<file path="src/rtl/cache_arbiter_pkg.sv">
// Shared types for the I/D cache to memory arbiter.
package rv32i_types;

   localparam int LINE_BITS        = 256;
   localparam int LINE_OFFSET_BITS = 5;

   typedef enum logic [1:0] {
      IDLE    = 2'd0,
      SERVE_I = 2'd1,
      SERVE_D = 2'd2,
      RELEASE = 2'd3
   } arb_state_t;

   typedef enum logic {
      GRANT_I = 1'b0,
      GRANT_D = 1'b1
   } grant_t;

endpackage

</file>
<file path="src/rtl/cache_arbiter_if.sv">
// Bus bundle between the two caches, the arbiter and the cacheline adaptor.
interface cache_arbiter_if #(
   parameter int LINE_BITS = rv32i_types::LINE_BITS,
   parameter int ADDR_BITS = 32
);
   logic                 i_pmem_read;
   logic [ADDR_BITS-1:0] i_pmem_address;
   logic [LINE_BITS-1:0] i_pmem_rdata;
   logic                 i_pmem_resp;

   logic                 d_pmem_read;
   logic                 d_pmem_write;
   logic [ADDR_BITS-1:0] d_pmem_address;
   logic [LINE_BITS-1:0] d_pmem_wdata;
   logic [LINE_BITS-1:0] d_pmem_rdata;
   logic                 d_pmem_resp;

   logic                 mem_read;
   logic                 mem_write;
   logic [ADDR_BITS-1:0] mem_address;
   logic [LINE_BITS-1:0] mem_wdata;
   logic [LINE_BITS-1:0] mem_rdata;
   logic                 mem_resp;

   modport slave (
      input  i_pmem_read, i_pmem_address,
      output i_pmem_rdata, i_pmem_resp,
      input  d_pmem_read, d_pmem_write, d_pmem_address, d_pmem_wdata,
      output d_pmem_rdata, d_pmem_resp,
      output mem_read, mem_write, mem_address, mem_wdata,
      input  mem_rdata, mem_resp
   );

   modport master (
      output i_pmem_read, i_pmem_address,
      input  i_pmem_rdata, i_pmem_resp,
      output d_pmem_read, d_pmem_write, d_pmem_address, d_pmem_wdata,
      input  d_pmem_rdata, d_pmem_resp,
      input  mem_read, mem_write, mem_address, mem_wdata,
      output mem_rdata, mem_resp
   );
endinterface

</file>
<file path="src/rtl/cache_arbiter_control.sv">
// Round-robin grant FSM for the cache arbiter.
//   state   | meaning
//   IDLE    | no transaction; grant a pending requester
//   SERVE_I | I-cache line fill outstanding at the adaptor
//   SERVE_D | D-cache fill or writeback outstanding at the adaptor
//   RELEASE | one quiet cycle so the served cache can drop its request
module arbiter_control
   import rv32i_types::*;
(
   input  logic       clk,
   input  logic       rst,
   input  logic       i_req,
   input  logic       d_req,
   input  logic       mem_resp,
   output arb_state_t state_o,
   output logic       grant_o,
   output grant_t     grant_sel_o
);

   arb_state_t state_q, state_d;
   grant_t     last_grant_q, last_grant_d;

   always_ff @(posedge clk) begin
      if (rst) begin
         state_q      <= IDLE;
         last_grant_q <= GRANT_I;
      end else begin
         state_q      <= state_d;
         last_grant_q <= last_grant_d;
      end
   end

   always_comb begin
      state_d      = state_q;
      last_grant_d = last_grant_q;
      case (state_q)
         IDLE: begin
            if (grant_o) begin
               state_d      = (grant_sel_o == GRANT_D) ? SERVE_D : SERVE_I;
               last_grant_d = grant_sel_o;
            end
         end
         SERVE_I, SERVE_D: begin
            if (mem_resp) state_d = RELEASE;
         end
         RELEASE: state_d = IDLE;
         default: state_d = IDLE;
      endcase
   end

   // On contention the side that did not win last time gets the grant.
   always_comb begin
      state_o     = state_q;
      grant_o     = (state_q == IDLE) && (i_req || d_req);
      grant_sel_o = (d_req && (!i_req || last_grant_q == GRANT_I)) ? GRANT_D : GRANT_I;
   end

endmodule

</file>
<file path="src/rtl/cache_arbiter.sv">
// Arbitrates I-cache and D-cache line traffic onto one cacheline adaptor.
module cache_arbiter #(
   parameter int LINE_BITS = rv32i_types::LINE_BITS,
   parameter int ADDR_BITS = 32
) (
   input  logic            clk,
   input  logic            rst,
   cache_arbiter_if.slave  bus,
   output logic            busy
);
   import rv32i_types::*;

   arb_state_t           state;
   logic                 grant;
   grant_t               grant_sel;
   logic                 d_req;
   logic                 serving;

   logic [ADDR_BITS-1:0] addr_q, addr_d;
   logic                 write_q, write_d;
   logic [LINE_BITS-1:0] wdata_q, wdata_d;

   assign d_req = bus.d_pmem_read | bus.d_pmem_write;

   arbiter_control u_ctrl (
      .clk         (clk),
      .rst         (rst),
      .i_req       (bus.i_pmem_read),
      .d_req       (d_req),
      .mem_resp    (bus.mem_resp),
      .state_o     (state),
      .grant_o     (grant),
      .grant_sel_o (grant_sel)
   );

   // Write wins when the D-cache raises both strobes.
   always_comb begin
      addr_d  = addr_q;
      write_d = write_q;
      wdata_d = wdata_q;
      if (grant) begin
         if (grant_sel == GRANT_D) begin
            addr_d  = {bus.d_pmem_address[ADDR_BITS-1:LINE_OFFSET_BITS], {LINE_OFFSET_BITS{1'b0}}};
            write_d = bus.d_pmem_write;
            wdata_d = bus.d_pmem_wdata;
         end else begin
            addr_d  = {bus.i_pmem_address[ADDR_BITS-1:LINE_OFFSET_BITS], {LINE_OFFSET_BITS{1'b0}}};
            write_d = 1'b0;
            wdata_d = '0;
         end
      end
   end

   always_ff @(posedge clk) begin
      if (rst) begin
         addr_q  <= '0;
         write_q <= 1'b0;
         wdata_q <= '0;
      end else begin
         addr_q  <= addr_d;
         write_q <= write_d;
         wdata_q <= wdata_d;
      end
   end

   // Adaptor command depends only on registered state, never on live requests.
   assign serving         = (state == SERVE_I) || (state == SERVE_D);
   assign bus.mem_read    = serving && !write_q;
   assign bus.mem_write   = serving && write_q;
   assign bus.mem_address = addr_q;
   assign bus.mem_wdata   = wdata_q;

   assign bus.i_pmem_resp  = (state == SERVE_I) && bus.mem_resp && !rst;
   assign bus.d_pmem_resp  = (state == SERVE_D) && bus.mem_resp && !rst;
   assign bus.i_pmem_rdata = (state == SERVE_I) ? bus.mem_rdata : '0;
   assign bus.d_pmem_rdata = (state == SERVE_D) ? bus.mem_rdata : '0;

   assign busy = (state != IDLE) || bus.i_pmem_read || d_req;

   a_d_rw_excl: assert property (@(posedge clk) disable iff (rst)
                                 !(bus.d_pmem_read && bus.d_pmem_write))
      else $error("d_pmem_read and d_pmem_write both high; servicing as write");

endmodule

</file>
<file path="src/flat_wrapper.sv">
// flat-port wrapper written by rule: the top's interface ports become plain ports
module cache_arbiter_flat import rv32i_types::*;
#(
   parameter int LINE_BITS = rv32i_types::LINE_BITS,
   parameter int ADDR_BITS = 32
)
  (clk, rst, busy, bus_i_pmem_read, bus_i_pmem_address, bus_i_pmem_rdata, bus_i_pmem_resp, bus_d_pmem_read, bus_d_pmem_write, bus_d_pmem_address, bus_d_pmem_wdata, bus_d_pmem_rdata, bus_d_pmem_resp, bus_mem_read, bus_mem_write, bus_mem_address, bus_mem_wdata, bus_mem_rdata, bus_mem_resp);
  cache_arbiter_if #(.LINE_BITS(LINE_BITS), .ADDR_BITS(ADDR_BITS)) bus_i ();
  input  logic clk;
  input  logic rst;
  output logic busy;
  input wire logic [$bits(bus_i.i_pmem_read)-1:0] bus_i_pmem_read;
  input wire logic [$bits(bus_i.i_pmem_address)-1:0] bus_i_pmem_address;
  output wire logic [$bits(bus_i.i_pmem_rdata)-1:0] bus_i_pmem_rdata;
  output wire logic [$bits(bus_i.i_pmem_resp)-1:0] bus_i_pmem_resp;
  input wire logic [$bits(bus_i.d_pmem_read)-1:0] bus_d_pmem_read;
  input wire logic [$bits(bus_i.d_pmem_write)-1:0] bus_d_pmem_write;
  input wire logic [$bits(bus_i.d_pmem_address)-1:0] bus_d_pmem_address;
  input wire logic [$bits(bus_i.d_pmem_wdata)-1:0] bus_d_pmem_wdata;
  output wire logic [$bits(bus_i.d_pmem_rdata)-1:0] bus_d_pmem_rdata;
  output wire logic [$bits(bus_i.d_pmem_resp)-1:0] bus_d_pmem_resp;
  output wire logic [$bits(bus_i.mem_read)-1:0] bus_mem_read;
  output wire logic [$bits(bus_i.mem_write)-1:0] bus_mem_write;
  output wire logic [$bits(bus_i.mem_address)-1:0] bus_mem_address;
  output wire logic [$bits(bus_i.mem_wdata)-1:0] bus_mem_wdata;
  input wire logic [$bits(bus_i.mem_rdata)-1:0] bus_mem_rdata;
  input wire logic [$bits(bus_i.mem_resp)-1:0] bus_mem_resp;
  assign bus_i.i_pmem_read = bus_i_pmem_read;
  assign bus_i.i_pmem_address = bus_i_pmem_address;
  assign bus_i_pmem_rdata = bus_i.i_pmem_rdata;
  assign bus_i_pmem_resp = bus_i.i_pmem_resp;
  assign bus_i.d_pmem_read = bus_d_pmem_read;
  assign bus_i.d_pmem_write = bus_d_pmem_write;
  assign bus_i.d_pmem_address = bus_d_pmem_address;
  assign bus_i.d_pmem_wdata = bus_d_pmem_wdata;
  assign bus_d_pmem_rdata = bus_i.d_pmem_rdata;
  assign bus_d_pmem_resp = bus_i.d_pmem_resp;
  assign bus_mem_read = bus_i.mem_read;
  assign bus_mem_write = bus_i.mem_write;
  assign bus_mem_address = bus_i.mem_address;
  assign bus_mem_wdata = bus_i.mem_wdata;
  assign bus_i.mem_rdata = bus_mem_rdata;
  assign bus_i.mem_resp = bus_mem_resp;
  cache_arbiter #(.LINE_BITS(LINE_BITS), .ADDR_BITS(ADDR_BITS)) u_core (.clk(clk), .rst(rst), .bus(bus_i), .busy(busy));
endmodule
</file>
<file path="config.mk">
export PLATFORM = sky130hd
export DESIGN_NAME = cache_arbiter_flat
export DESIGN_NICKNAME = d
export VERILOG_FILES = /design/src/rtl/cache_arbiter_pkg.sv /design/src/rtl/cache_arbiter_if.sv /design/src/rtl/cache_arbiter_control.sv /design/src/rtl/cache_arbiter.sv /design/src/flat_wrapper.sv
export SDC_FILE = /design/constraint.sdc
export NUM_CORES = 1
export LEC_CHECK = 0
export CAP_MARGIN = 20
export CORE_AREA = 8 8 528 530
export DETAILED_ROUTE_END_ITERATION = 6
export DIE_AREA = 0 0 536 538
export HOLD_SLACK_MARGIN = 0.1
export PLACE_DENSITY = 0.33
export RECOVER_POWER = 100
export SYNTH_ARGS = -nofsm -noshare
export SYNTH_HDL_FRONTEND = slang
export SYNTH_SLANG_ARGS = --single-unit
</file>
<file path="constraint.sdc">
create_clock -name clk -period 2.7 [get_ports clk]
set_clock_uncertainty 0.2 [all_clocks]
set_input_delay 0.405 -clock clk [delete_from_list [all_inputs] [get_ports clk]]
set_output_delay 0.405 -clock clk [all_outputs]
set_load 0.02 [all_outputs]
</file>
Yosys cells after proc, flatten, opt, wreduce, memory -nomap -nowiden
Index checks and enable logic that the tools add are counted.
W data, S select, Z words.
{"block": "word_totals", "elab_cells": 43, "out_inout_bits": 805, "regBits": 292, "inputBits": 582}
{"block": "op_classes", "reduce_logical": 21, "n_eq_ne": 5, "n_bitwise": 2, "mux": 10}
{"op": "$mux W256", "n": 3}
{"op": "$mux W32", "n": 1}
{"op": "$logic_and A1 B1 Y1", "n": 8}
{"op": "$mux W2", "n": 3}
{"op": "$pmux W2 S3", "n": 1}
{"op": "$logic_or A1 B1 Y1", "n": 5}
{"op": "$eq A2 B2 Y1 const B", "n": 2}
{"op": "$reduce_and A2 Y1", "n": 2}
{"op": "$logic_not A1 Y1", "n": 3}
{"op": "$eq A2 B1 Y1 const B", "n": 1}
{"op": "$logic_not A2 Y1", "n": 1}
{"op": "$mux W1", "n": 2}
{"op": "$ne A2 B1 Y1 const B", "n": 1}
{"op": "$ne A2 B2 Y1 const B", "n": 1}
{"op": "$reduce_bool A2 Y1", "n": 1}
{"op": "$reduce_or A2 Y1", "n": 1}
{"op": "$not A1 Y1", "n": 1}
{"op": "$or A1 B1 Y1", "n": 1}

Depth between registers and ports, before layout
{"block": "logic_depth", "word_depth": 7, "mapped_depth": 7, "mapped_depth_nobuf": 5}

Cells and area by module
Synthesis repeated with hierarchy kept, for this count alone.
{"block": "unflattened", "cells_unflattened": 1870, "area_unflattened_um2": 14943.1}
{"mod": "cache_arbiter", "area_each_um2": 14746.6, "instances": 1, "seq_area_each_um2": 5685.5, "cells_per_inst": 1848}
{"mod": "arbiter_control", "area_each_um2": 196.4, "instances": 1, "seq_area_each_um2": 60.1, "cells_per_inst": 22}

Worst setup path before layout
No wires, ideal clock.
{"block": "synth_path", "kind": "flip-flop to output port", "from": "register u_core.u_ctrl.state_q[0] (netlist: u_core.u_ctrl.state_o[0])", "to": "output busy", "slack_ps": 761, "path_stages_with_launch": 6, "t_required_ps": 2095, "arrival_time_ps": 1334, "cell_sequence": "dfxtp_1 -> inv_1 -> ha_1 -> buf_2 -> nor4b_1 -> inv_1"}
{"block": "synth_between", "elab_chain_cells": 3}
{"element": "from (decl)", "line": "cache_arbiter_control.sv:20", "text": "arb_state_t state_q, state_d;"}
{"element": "from (signal assigned)", "line": "cache_arbiter_control.sv:28", "text": "state_q <= state_d;"}
{"element": "$reduce_bool A2 Y1", "line": "cache_arbiter.sv:78", "text": "assign busy = (state != IDLE) || bus.i_pmem_read || d_req;"}
{"element": "$logic_or A1 B1 Y1 (2 in a row)", "line": "cache_arbiter.sv:78"}
{"element": "to (decl)", "line": "flat_wrapper.sv:11", "text": "output logic busy;"}
Every way passes these cells.

Final worst setup path
{"block": "layout_path", "from": "register u_core.u_ctrl.state_q[0] (netlist: u_core.u_ctrl.state_o[0])", "to": "output bus_d_pmem_rdata[148]"}
{"block": "layout_between", "elab_chain_cells": 2}
{"element": "$eq A2 B2 Y1", "line": "cache_arbiter.sv:76", "text": "assign bus.d_pmem_rdata = (state == SERVE_D) ? bus.mem_rdata : '0;"}
{"element": "$mux W256", "line": "cache_arbiter.sv:76"}
{"element": "to (decl)", "line": "flat_wrapper.sv:20", "text": "output wire logic [$bits(bus_i.d_pmem_rdata)-1:0] bus_d_pmem_rdata;"}
Every way passes these cells.

==> run_results.csv <==
group,metric,value,unit
synthesis,yosysSeqAreaShare,41.8,%
synthesis,synth_cell_types,26,
critical_path,cp-start-kind,"flop",
die,fp.dieArea,288000,um2
grt,track_usage,14.6,%
grt,grt_start_max_net_pins,127,
sta,final-hold-violation-count,0,
power,p_seq_share,16.0,%
power,cell_internal_pwr,0.0199,W
synthesis,synth_top_area_share,41.8,%
routing,dr.pass1.iters,5,
layout,finalNetCount,3608,
clock_tree,htree_levels,2,
sta,finalSetupViolations,47,
synthesis,yosysWarnings,0,
layout,drive_gt1_share,34.0,%
power,p_sw,0.0168,W
routing,drt_iter0_markers,1068,
routing,via_per_inst,2.89,
critical_path,r2r-start,"u_core.u_ctrl.state_o[0]",
synthesis,synth_seq_cells,287,
power,p_comb_share,67.2,%
critical_path,cp_slowest_cell,"dfxtp_4",
hold_path,hp-class,"input port to flop",
die,rows,191,
place,io_buffer_count,1371,
critical_path,crit_path_max_fanout,5,
layout,design_area,37200,um2
critical_path,crit_path_start,"u_core.u_ctrl.state_o[0]",
layout,final_cell_mix,"clkdlybuf4s50_1, dfxtp_1, and2_4, nor2_1, a32oi_1",
routing,drc,0,
place,dpl.cell_count,6469,
sta,worst_pin_slew,1190,ps
grt,grt_pass1_vias,19348,
die,ios,1387,
die,initial_utilization,5.10,%
sta,fin_worst_hold_slack,202,ps
synthesis,yosys.area.top_type,"dfxtp_1",
grt,grt_pass1_wl,264,mm
critical_path,arrival,2150,ps
status,failed_checks,"setup timing",
clock_tree,clk_latency,620,ps
synthesis,synth_area_leaders,"dfxtp_1, and2_1, a32oi_1",
routing,antenna_left,0,
critical_path,crit_chain,"inv_4 -> ha_4 -> buf_12 -> buf_16 -> buf_12 -> buf_16 -> and2_4 -> buf_12",
layout,fin_util,13.8,%
die,die_h,538,um
layout,fin_cells,6694,
synthesis,syn-instance-count,1609,
sta,rsz0062_at_grt,"yes",
sta,setup_slack,-57.2,ps
clock_tree,clockBufferDepth,3,
place,dpl.hpwl,195,mm
sta,fin_crit_sh,102,%
die,die_w,536,um
layout,nFillCells,30721,
clock_tree,clk_pin_slew,70,ps
power,clkPwrFrac,16.7,%
critical_path,criticalPathCategory,"flop to output port",
routing,vias,19374,
routing,wirelength,225,mm
status,status,"finished, violations left",
critical_path,cp_common_cell,"buf_12",
sta,slew_viol_final,0,
critical_path,cpPeakStageDelay,380,ps
layout,syn2layout_area_growth,171,%
critical_path,r2r_cells,10,
place,routabilityCongestion,0.864,
critical_path,r2r_setup_slack,-10,ps
layout,final_common_cell,"clkdlybuf4s50_1",
clock_tree,root_buffer,"clkbuf_16",
grt,overflow,0,
critical_path,cp-endpoint,"bus_d_pmem_rdata[148]",
clock_tree,cts_made_buffers,43,
sta,slew_headroom,21.3,%
power,p_leak,14.7,nW
critical_path,endpoint_kind,"output port",
place,placed_area,33800,um2
routing,wire_per_inst,33.6,um
critical_path,worstReg2RegEnd,"u_core.bus.mem_wdata[212]",
die,core_area,270000,um2
synthesis,syn_area,13700,um2
synthesis,avgSynthCellArea,8.54,um2
power,peakVddDrop,0.443,mV
clock_tree,cts_sinks,287,
grt,antenna_found_initial,177,
sta,finalCriticalPeriod,2760,ps
critical_path,cp.required,2100,ps
job,cap_violations,0,
power,switching_share,45.8,%
power,power-per-cell-area,985,nW/um2
clock_tree,cts_tree,"built",
sta,clock.fmax,363,MHz
-- power by group through the flow --
stage          logic [W]  clock network, W  registers (W)
2_1_floorplan    0.00752                 0        0.00698
3_5_place_dp      0.0221                 0        0.00595
3_3_place_gp      0.0222                 0        0.00594
5_1_grt           0.0260           0.00655        0.00598
4_1_cts           0.0252           0.00648        0.00591
6_report          0.0247           0.00614        0.00587
-- final cells by class --
class | instances | area, um2 | area share [%]
Antenna cell | 68 | 170 | 0.457
Timing Repair Buffer | 1553 | 17400 | 46.7
Clock inverter | 22 | 308 | 0.827
Clock buffer | 56 | 1180 | 3.18
Tap cell | 3570 | 4470 | 12.0
Sequential cell | 287 | 5750 | 15.5
Inverter | 4 | 20.0 | 0.0538
Multi-Input combinational cell | 1134 | 7930 | 21.3
-- worst max-delay path, delay by kind of cell (launching register included) --
family | cells | cell delay [ps]
AND/OR/NAND/NOR | 1 | 170
buffers and inverters | 6 | 750
adder cells (fa/ha/maj) | 1 | 190
flip-flops | 1 | 380
-- Yosys cell counts (all sizes together) --
master   count
o31ai        2
o21bai       1
ha           3
o31a         1
o21ai       28
nor4b        1
buf         84
a21oi       27
inv          4
a21boi       2
o211a        1
and2       513
a32oi      257
a2bb2oi      1
nor2b        2
mux2i       28
clkbuf     104
o211ai       1
dfxtp      287
and3         2
a22oi        1
conb         1
nor2       258
-- metrics by stage --
step,power (W),setup TNS [ps],setup slack (ps)
after CTS,0.0376,-44640,-238
final,0.0367,-1080,-57.2
after detailed placement,0.0280,0,5.12
after global placement,0.0281,0,15.2
after global routing,0.0385,-19860,-142
after floorplan,0.0145,0,761
-- registers in the layout, summed over array words and instances, names as in the netlist --
register                    count
u_core.bus.mem_wdata          256
u_core.write_q                  1
u_core.bus.mem_address         27
u_core.u_ctrl.state_o           2
u_core.u_ctrl.last_grant_q      1
-- cells by family (layout without fill, tap and decap cells) --
family / Yosys count / count (layout) / share of synthesized area [%]
muxes: 28 / 28 / 2.04
adders and majority gates: 3 / 3 / 0.273
DFF: 287 / 287 / 41.8
buffers and inverters: 192 / 1635 / 6.13
and+or+nand+nor: 776 / 776 / 30.6
AOI/OAI and AO/OA: 322 / 322 / 19.1
other: 1 / 73 / 0.0273
-- metal layers --
| layer | up-vias | wire length (um) | global-route usage [%] |
|---|---|---|---|
| met3 | 365 | 39900 | 11.9 |
| met2 | 1279 | 107000 | 25.1 |
| met1 | 9108 | 71900 | 13.4 |
| met5 | - | 457 | 0 |
| li1 | 8546 | - | - |
| met4 | 76 | 5650 | 2.93 |
-- worst min-delay path by stage --
| stage | start | to | slack (ps) | depth (start not counted) |
|---|---|---|---|---|
| 4_1_cts | bus_d_pmem_wdata[164] | u_core.bus.mem_wdata[164] | 120 | 3 |
| 3_5_place_dp | u_core.bus.mem_wdata[128] | u_core.bus.mem_wdata[128] | 270 | 2 |
| 2_1_floorplan | u_core.write_q | u_core.write_q | 270 | 2 |
| 5_1_grt | bus_d_pmem_wdata[156] | u_core.bus.mem_wdata[156] | 150 | 3 |
| 3_3_place_gp | u_core.bus.mem_wdata[102] | u_core.bus.mem_wdata[102] | 270 | 2 |
| 6_report | bus_d_pmem_wdata[167] | u_core.bus.mem_wdata[167] | 200 | 3 |
-- what timing repair did --
item / 4_1_cts / 5_1_grt
endpoints found under the setup margin: 463 / 427
hold buffers: 1 / 0
pin swaps: 19 / 14
gates cloned: 30 / 11
buffers inserted: 45 / 5
resized for setup: 1295 / 440
hold endpoints to repair: 1 / 0
Power figures use the tool's default switching activity.
